<file path="config.mk">
export PLATFORM = sky130hd
export DESIGN_NAME = sid_regs
export DESIGN_NICKNAME = d
export VERILOG_FILES = /design/src/rtl/sid_pkg.sv /design/src/rtl/sid_pot_axis.sv /design/src/rtl/sid_regs.sv
export SDC_FILE = /design/constraint.sdc
export NUM_CORES = 1
export LEC_CHECK = 0
export CORE_MARGIN = 2
export CORE_UTILIZATION = 52
export DETAILED_ROUTE_END_ITERATION = 12
export PLACE_DENSITY = 0.86
export REMOVE_ABC_BUFFERS = 1
export SLEW_MARGIN = 20
export SYNTH_ARGS = -nofsm -noshare
export SYNTH_HDL_FRONTEND = slang
export SYNTH_SLANG_ARGS = --single-unit
</file>
<file path="constraint.sdc">
create_clock -name clock -period 3.3 [get_ports clock]
set_input_delay 0.99 -clock clock [delete_from_list [all_inputs] [get_ports clock]]
set_output_delay 0.99 -clock clock [all_outputs]
set_load 0.05 [all_outputs]
</file>
<file path="src/rtl/sid_pkg.sv">
// Shared constants, types and helpers for the SID CPU-side register block.
// Holds the register address map, voice register layout, pot sampling
// timing and the pot FSM state type.
package sid_pkg;

  // Voice register layout: three voices, seven byte registers each.
  localparam int NUM_VOICES   = 3;
  localparam int VOICE_STRIDE = 7;
  localparam int VOICE_REGS   = NUM_VOICES * VOICE_STRIDE;
  localparam int PW_HI_OFS    = 3;

  // Register address map.
  localparam logic [4:0] ADDR_FREQ_LO_V1 = 5'h00;
  localparam logic [4:0] ADDR_PW_HI_V1   = 5'h03;
  localparam logic [4:0] ADDR_FC_LO      = 5'h15;
  localparam logic [4:0] ADDR_FC_HI      = 5'h16;
  localparam logic [4:0] ADDR_RES_FILT   = 5'h17;
  localparam logic [4:0] ADDR_MODE_VOL   = 5'h18;
  localparam logic [4:0] ADDR_POTX       = 5'h19;
  localparam logic [4:0] ADDR_POTY       = 5'h1A;
  localparam logic [4:0] ADDR_OSC3       = 5'h1B;
  localparam logic [4:0] ADDR_ENV3       = 5'h1C;

  // Pot sampling: ce_1m ticks spent in each FSM state.
  localparam int POT_PHASE_TICKS = 256;

  typedef enum logic {
    DISCHARGE = 1'b0,
    CHARGE    = 1'b1
  } pot_state_e;

  // True for the pulse-width-high register of any voice (only 4 bits stored).
  function automatic logic is_pw_hi(input logic [4:0] a);
    logic hit;
    hit = 1'b0;
    for (int v = 0; v < NUM_VOICES; v++) begin
      if (a == 5'(int'(ADDR_PW_HI_V1) + v * VOICE_STRIDE)) hit = 1'b1;
    end
    return hit;
  endfunction

endpackage

</file>
<file path="src/rtl/sid_pot_axis.sv">
// One paddle axis: 2-FF comparator synchroniser, saturating 8-bit charge
// counter with a done flag, and the result register read back by the CPU.
// Ports: clock_i/reset_ni, clr_i (discharge tick), cnt_en_i (charge tick),
//        latch_i (last tick of the charge phase), comp_i (async), result_o.
module sid_pot_axis
  import sid_pkg::*;
(
  input  logic       clock_i,
  input  logic       reset_ni,
  input  logic       clr_i,
  input  logic       cnt_en_i,
  input  logic       latch_i,
  input  logic       comp_i,
  output logic [7:0] result_o
);

  logic       sync1_q, sync2_q;
  logic [7:0] cnt_q;
  logic       done_q;
  logic [7:0] result_q;

  always_ff @(posedge clock_i or negedge reset_ni) begin
    if (!reset_ni) begin
      sync1_q <= 1'b0;
      sync2_q <= 1'b0;
    end else begin
      sync1_q <= comp_i;
      sync2_q <= sync1_q;
    end
  end

  always_ff @(posedge clock_i or negedge reset_ni) begin
    if (!reset_ni) begin
      cnt_q    <= '0;
      done_q   <= 1'b0;
      result_q <= '0;
    end else if (clr_i) begin
      cnt_q  <= '0;
      done_q <= 1'b0;
    end else if (cnt_en_i) begin
      // A comparator first seen on the final tick still counts as a hit.
      if (latch_i) result_q <= (done_q || sync2_q) ? cnt_q : 8'hFF;
      if (!done_q) begin
        if (sync2_q)             done_q <= 1'b1;
        else if (cnt_q != 8'hFF) cnt_q  <= cnt_q + 8'd1;
      end
    end
  end

  assign result_o = result_q;

endmodule

</file>
<file path="src/rtl/sid_regs.sv">
// SID CPU-side register file: write capture for voice/filter/volume regs,
// read-back of POTX/POTY/OSC3/ENV3, open-bus decay latch, pot sampling FSM.
// Ports: clock/reset_n, ce_1m, cs/we/addr/data_in/data_out bus, register
// outputs to voices/filter, osc3_in/env3_in, pot_x_in/pot_y_in, pot_dis.
// Optional: define SID_POT_EN to build the pot sampler; otherwise POTX/POTY
// read 0xFF and pot_dis is held low.
module sid_regs
  import sid_pkg::*;
#(
  parameter int DECAY_CYCLES = 40000,
  parameter int DECAY_W      = 16
) (
  input  logic         clock,
  input  logic         reset_n,
  input  logic         ce_1m,
  input  logic         cs,
  input  logic         we,
  input  logic [4:0]   addr,
  input  logic [7:0]   data_in,
  output logic [7:0]   data_out,
  output logic [167:0] voice_regs,
  output logic [2:0]   fc_lo,
  output logic [7:0]   fc_hi,
  output logic [7:0]   res_filt,
  output logic [7:0]   mode_vol,
  input  logic [7:0]   osc3_in,
  input  logic [7:0]   env3_in,
  input  logic         pot_x_in,
  input  logic         pot_y_in,
  output logic         pot_dis
);

  logic               wr_en, rd_en;
  logic [7:0]         vreg_q [VOICE_REGS];
  logic [2:0]         fc_lo_q;
  logic [7:0]         fc_hi_q, res_filt_q, mode_vol_q;
  logic [7:0]         latch_q, latch_d;
  logic [DECAY_W-1:0] decay_q, decay_d;
  logic [7:0]         data_out_q, data_out_d;
  logic [7:0]         rd_dat;
  logic [7:0]         potx_val, poty_val;

  assign wr_en = cs & we;
  assign rd_en = cs & ~we;

  // Writable registers.
  always_ff @(posedge clock or negedge reset_n) begin
    if (!reset_n) begin
      for (int i = 0; i < VOICE_REGS; i++) vreg_q[i] <= '0;
      fc_lo_q    <= '0;
      fc_hi_q    <= '0;
      res_filt_q <= '0;
      mode_vol_q <= '0;
    end else if (wr_en) begin
      for (int i = 0; i < VOICE_REGS; i++) begin
        if (addr == 5'(i)) vreg_q[i] <= is_pw_hi(addr) ? {4'h0, data_in[3:0]} : data_in;
      end
      case (addr)
        ADDR_FC_LO:    fc_lo_q    <= data_in[2:0];
        ADDR_FC_HI:    fc_hi_q    <= data_in;
        ADDR_RES_FILT: res_filt_q <= data_in;
        ADDR_MODE_VOL: mode_vol_q <= data_in;
        default: ;
      endcase
    end
  end

  always_comb begin
    for (int i = 0; i < VOICE_REGS; i++) voice_regs[i*8 +: 8] = vreg_q[i];
  end

  assign fc_lo    = fc_lo_q;
  assign fc_hi    = fc_hi_q;
  assign res_filt = res_filt_q;
  assign mode_vol = mode_vol_q;

  // Open-bus latch: a write always wins over a same-cycle decay tick.
  always_comb begin
    latch_d = latch_q;
    decay_d = decay_q;
    if (wr_en) begin
      latch_d = data_in;
      decay_d = DECAY_W'(DECAY_CYCLES);
    end else if (ce_1m && (decay_q != '0)) begin
      decay_d = decay_q - 1'b1;
      if (decay_q == DECAY_W'(1)) latch_d = '0;
    end
  end

  // Read mux; data_out holds its value between reads.
  always_comb begin
    case (addr)
      ADDR_POTX: rd_dat = potx_val;
      ADDR_POTY: rd_dat = poty_val;
      ADDR_OSC3: rd_dat = osc3_in;
      ADDR_ENV3: rd_dat = env3_in;
      default:   rd_dat = latch_q;
    endcase
    data_out_d = rd_en ? rd_dat : data_out_q;
  end

  always_ff @(posedge clock or negedge reset_n) begin
    if (!reset_n) begin
      latch_q    <= '0;
      decay_q    <= '0;
      data_out_q <= '0;
    end else begin
      latch_q    <= latch_d;
      decay_q    <= decay_d;
      data_out_q <= data_out_d;
    end
  end

  assign data_out = data_out_q;

`ifdef SID_POT_EN
  pot_state_e state_q;
  logic [8:0] phase_q;
  logic       pot_dis_q;
  logic       phase_end, tick_dis, tick_chg;

  assign phase_end = (phase_q == 9'(POT_PHASE_TICKS - 1));
  assign tick_dis  = ce_1m & (state_q == DISCHARGE);
  assign tick_chg  = ce_1m & (state_q == CHARGE);

  always_ff @(posedge clock or negedge reset_n) begin
    if (!reset_n) begin
      state_q   <= DISCHARGE;
      phase_q   <= '0;
      pot_dis_q <= 1'b1;
    end else if (ce_1m) begin
      if (phase_end) begin
        phase_q <= '0;
        if (state_q == DISCHARGE) begin
          state_q   <= CHARGE;
          pot_dis_q <= 1'b0;
        end else begin
          state_q   <= DISCHARGE;
          pot_dis_q <= 1'b1;
        end
      end else begin
        phase_q <= phase_q + 9'd1;
      end
    end
  end

  assign pot_dis = pot_dis_q;

  sid_pot_axis u_pot_x (
    .clock_i  (clock),
    .reset_ni (reset_n),
    .clr_i    (tick_dis),
    .cnt_en_i (tick_chg),
    .latch_i  (phase_end),
    .comp_i   (pot_x_in),
    .result_o (potx_val)
  );

  sid_pot_axis u_pot_y (
    .clock_i  (clock),
    .reset_ni (reset_n),
    .clr_i    (tick_dis),
    .cnt_en_i (tick_chg),
    .latch_i  (phase_end),
    .comp_i   (pot_y_in),
    .result_o (poty_val)
  );
`else
  logic unused_pot;
  assign unused_pot = pot_x_in ^ pot_y_in;
  assign potx_val   = 8'hFF;
  assign poty_val   = 8'hFF;
  assign pot_dis    = 1'b0;
`endif

endmodule

</file>
Word-level counts from Yosys, hierarchy flattened --
Index checks and enable logic that the tools add are counted. W data, S select, Z words.
Storage, ports and cells: output and inout port bits 204, register bits 227, memories 0, latch bits 0, word-level logic and storage cells 165, ROM bits 0, memory bits (writable) 0
Cells by class: divide/modulo/power cells 0, muxes and demuxes 72, bitwise operators 3, add/sub/neg operators 1, $mul 0, magnitude comparators 0, reductions and logical operators 32, eq/ne operators 29, shifts and indexed selects 0
Operators with widths (number):
- $mux W8 | 24
- $eq A5 B5 Y1 const B | 13
- $reduce_and A2 Y1 | 26
- $mux W1 | 45
- $eq A5 B4 Y1 const B | 8
- $mux W16 | 2
- $pmux W8 S3 | 1
- $eq A5 B3 Y1 const B | 4
- $eq A16 B1 Y1 const B | 1
- $reduce_bool A16 Y1 | 1
- $sub A16 B1 Y16 const B | 1
- $eq A5 B2 Y1 const B | 2
- $eq A5 B1 Y1 const B | 1
- $logic_not A5 Y1 | 1
- $reduce_bool A2 Y1 | 2
- $and A1 B1 Y1 | 2
- $reduce_or A2 Y1 | 1
- $logic_and A1 B1 Y1 | 1
- $not A1 Y1 | 1

Depth between registers and ports, before layout --
depth after elaboration 7, depth in mapped cells 7, depth with buffers taken out 6

Least setup slack after synthesis --
OpenSTA, ideal clock, no wires.
path kind input port to flip-flop, start point input port addr[0], end point register vreg_q, in the netlist voice_regs[96], cell stages on the path 4, path slack 0.843 ns, path buffers 1, arrival 2.333 ns, cells stage by stage clkbuf_1 > nor3_1 > nor3b_2 > mux2_2
Between the ends: cells in the longest elaborated chain, start to end 2
RTL lines:
- start, declared | line sid_regs.sv:18 | input logic [4:0] addr,
- $eq A5 B4 Y1 | line sid_regs.sv:56 | if (addr == 5'(i)) vreg_q[i] <= is_pw_hi(addr) ? {4'h0, data_in[3:0]} : data_in;
- $reduce_and A2 Y1 (no line)
- end signal, assigned by index | line sid_regs.sv:56
- end, declared | line sid_regs.sv:34 | logic [7:0] vreg_q [VOICE_REGS];
No other way between the ends. A chain may end at the register's enable or synchronous reset.

Worst setup path in the final report --
start point register mode_vol_q[0], in the netlist mode_vol[0], end point output port mode_vol[0]
RTL lines:
- start, declared | line sid_regs.sv:36 | logic [7:0] fc_hi_q, res_filt_q, mode_vol_q;
- start signal, assigned | line sid_regs.sv:62 | ADDR_MODE_VOL: mode_vol_q <= data_in;
- end, declared | line sid_regs.sv:25 | output logic [7:0] mode_vol,
No word-level cell between the ends.

==> impl_metrics.csv <==
group,metric,value,unit
worst_setup_path,cp-start-kind,"register",
sta,final_setup_fails,0,
routing,vias,6170,
power_and_ir_drop,power_leakage,5.51,nW
synthesis,synth_ff_type,"dfrtp_1",
sta,finalHoldViolations,0,
clock_tree,clock_slew_seen_by_the_registers_of_the_worst_setup_and_hold_paths,0.06,ns
power_and_ir_drop,power.density_cell_area,694,nW/um^2
clock_tree,clock_buffers_created_by_tritoncts,22,
worst_setup_path,crit_family,"buffers and inverters",
routing,dr.first_iter.drc_count,333,
worst_setup_path,reg2reg_slack,0.96,ns
routing,vias_per_cell,5.61,
sta,report.final.slew_viol_count,0,
worst_setup_path,crit_path_cell_trace,"clkdlybuf4s50_1",
clock_tree,clock_tree.htree_level_count,1,
worst_setup_path,worst_r2r_startpoint,"decay_q[0]",
worst_setup_path,cp_num_cells,1,
die,std_cell_rows,47,
place,hpwl,17100,microns
power_and_ir_drop,vdd_ir_drop_max,0.000611,V
place,gp_congestion,0.855,
worst_setup_path,setup.worst_path.end_class,"primary output",
sta,slew_headroom,51.2,%
sta,max_slew.worst_pin.slew,0.730,ns
sta,period_share,82.4,%
global_routing,largest_net_degree_at_the_start_of_global_routing,67,
finish,layout.nets,903,
run,maxCapViolations,0,
routing,routed_wire_length_per_instance,22.9,microns
routing,first_pass_iters,6,
die,fp.dieW,135,microns
worst_setup_path,cpPeakStageDelay,0.87,ns
clock_tree,cts.root.buffer_cell,"clkbuf_16",
worst_setup_path,slowest_stage,"clkdlybuf4s50_1",
global_routing,number_of_antenna_violations_at_the_first_check_in_global_routing,0,
synthesis,synth-edff-count,0,
die,floorplan.io_pins,240,
die,design.die.area,18100,sq um
synthesis,ys.warnings.count,0,
worst_setup_path,crit_fanout,2,
finish,layout.cells.most_common_list,"clkdlybuf4s50_1, dfrtp_1, mux2_2, nand2_1, buf_4",
finish,layout.cells.most_common,"clkdlybuf4s50_1",
routing,postRouteWirelength,25200,microns
synthesis,synthDistinctLibCells,57,
place,port_buffers,224,
sta,rsz_0062_raised_after_global_routing,"no",
synthesis,seq_area_frac_synth,60.7,%
clock_tree,postCtsSetupRepairBufs,0,
worst_setup_path,ff2ff_path_depth,6,
die,coreArea,16600,sq um
sta,fmax,368,MHz
worst_setup_path,endpoint_arrival_time_on_the_critical_path,1.73,ns
finish,post-route-cell-area,12200,sq um
clock_tree,cts_tree,"built",
worst_setup_path,crit_end,"mode_vol[0]",
worst_setup_path,critical_path.reg2reg.endpoint,"decay_q[8]",
clock_tree,ctsResizeCount,0,
clock_tree,postCtsHoldBufs,0,
synthesis,netlist_instances,621,
worst_hold_path,worst_hold_path_type,"primary input to asynchronous set/reset pin",
status,outcome,"completed",
global_routing,grt_util_all_layers,28.2,%
synthesis,syn_area_per_cell,14.3,sq um
clock_tree,cts_max_path_buffers,3,
synthesis,cell_area_after_synthesis,8860,sq um
global_routing,gr-total-overflow,0,
die,floorplan.initialDensity,53.3,%
finish,layout-drive-gt1-share,28.9,%
worst_setup_path,timing.critical_path.buf_inv,1,
sta,totalNegativeSetupSlack,0,ns
clock_tree,clock_sinks,215,
worst_setup_path,setup.worst_path.class,"register to primary output",
sta,post-route-min-period,2.72,ns
place,detailed_place.area,11400,sq um
finish,antenna-diode-count,0,
clock_tree,worstSkewPairLatency,0.50,ns
synthesis,synth_seq_cells,215,
routing,drt_drc_violations_left,0,
sta,clock_skew,0.00758,ns
die,die_h,135,microns
synthesis,synth_async_sr_flop_share,100,%
routing,route.antenna.remaining_nets,0,
global_routing,grt_pass1_vias,6789,
finish,area_delta_synth_final,37.5,%
worst_setup_path,cp.required,2.31,ns
global_routing,grt_first_pass_wirelength,39200,microns
worst_setup_path,worstSetupStartpoint,"mode_vol[0]",
## per-layer routing
metal / up-vias / global-route usage, % / wire length, microns
met5: - / 0 / 0
met4: 0 / 9.94 / 857
met3: 56 / 10.2 / 2410
met2: 281 / 47.1 / 12400
met1: 3140 / 34.0 / 9630
li1: 2693 / - / -
## worst min-delay path by stage
stage	cells past startpoint	slack (ns)	end	startpoint
3_5_place_dp	1	0.48	voice_regs[44]	voice_regs[44]
2_1_floorplan	1	0.47	latch_q[0]	latch_q[0]
6_report	1	0.48	voice_regs[139]	reset_n
5_1_grt	1	0.51	voice_regs[139]	reset_n
4_1_cts	1	0.49	voice_regs[139]	reset_n
3_3_place_gp	1	0.47	voice_regs[127]	voice_regs[127]
## synth_stat cells, types with 3 or more instances
library cell    n  area [sq um]
dfrtp_1       215          5380
mux2_2        166          1870
nand2_1        30           113
clkbuf_1       26          97.6
nor2_1         21          78.8
mux2_1         17           191
buf_4          13          97.6
a21oi_1        12          60.1
nand2b_1        9          56.3
a22o_1          8          70.1
nor3_1          7          35.0
or4_1           7          52.6
a221oi_1        6          52.6
mux2i_1         5          50.1
nand3_1         5          25.0
inv_1           4          15.0
nor2b_1         4          25.0
o31ai_1         4          30.0
or3_1           4          25.0
buf_2           3          15.0
nor2_2          3          18.8
o21ai_0         3          15.0
o21ai_1         3          15.0
or4_4           3          33.8
## flip-flops by register name, summed over array words and instances (netlist names)
register,flops
data_out,8
res_filt,8
decay_q,16
mode_vol,8
voice_regs,156
fc_hi,8
latch_q,8
fc_lo,3
## layout make-up
class                           instances  area (sq um)
Clock inverter                          6          88.8
Clock buffer                           33           663
Multi-Input combinational cell        367          3250
Timing Repair Buffer                  255          2520
Sequential cell                       215          5380
Inverter                                4          15.0
Tap cell                              220           275
Fill cell                            1028          4460
## through the flow
stage | utilization [%] | hold WS, ns | cells | power, W | setup slack [ns]
after floorplan | - | 0.466 | 586 | 0.00489 | 0.395
after global placement | 68.7 | 0.470 | 1061 | 0.00583 | 0.256
after detailed placement | 68.7 | 0.481 | 1061 | 0.00592 | 0.180
after CTS | 73.2 | 0.491 | 1100 | 0.00850 | 0.564
after global routing | 73.2 | 0.513 | 1100 | 0.00875 | 0.540
final | 73.2 | 0.476 | 1100 | 0.00846 | 0.581
## power by group
part | leakage, nW | internal, W | switching (W)
clock | 0.362 | 0.00155 | 0.00101
sequential | 2.81 | 0.00301 | 0.000252
combinational | 2.34 | 0.000902 | 0.00174
total | 5.51 | 0.00546 | 0.00300
## cell families (layout without fill, tap and decap cells)
group,after synthesis,count (layout),synth area share [%]
AND/OR/NAND/NOR,115,115,7.81
flip-flops,215,215,60.7
adder cells (fa/ha/maj),2,2,0.282
multiplexers,188,188,23.8
XOR/XNOR,1,1,0.0988
other,1,13,0.0423
buffers and inverters,51,298,3.19
AO/OA/AOI/OAI,48,48,4.08
No activity file was read; power rests on OpenSTA's default activity.
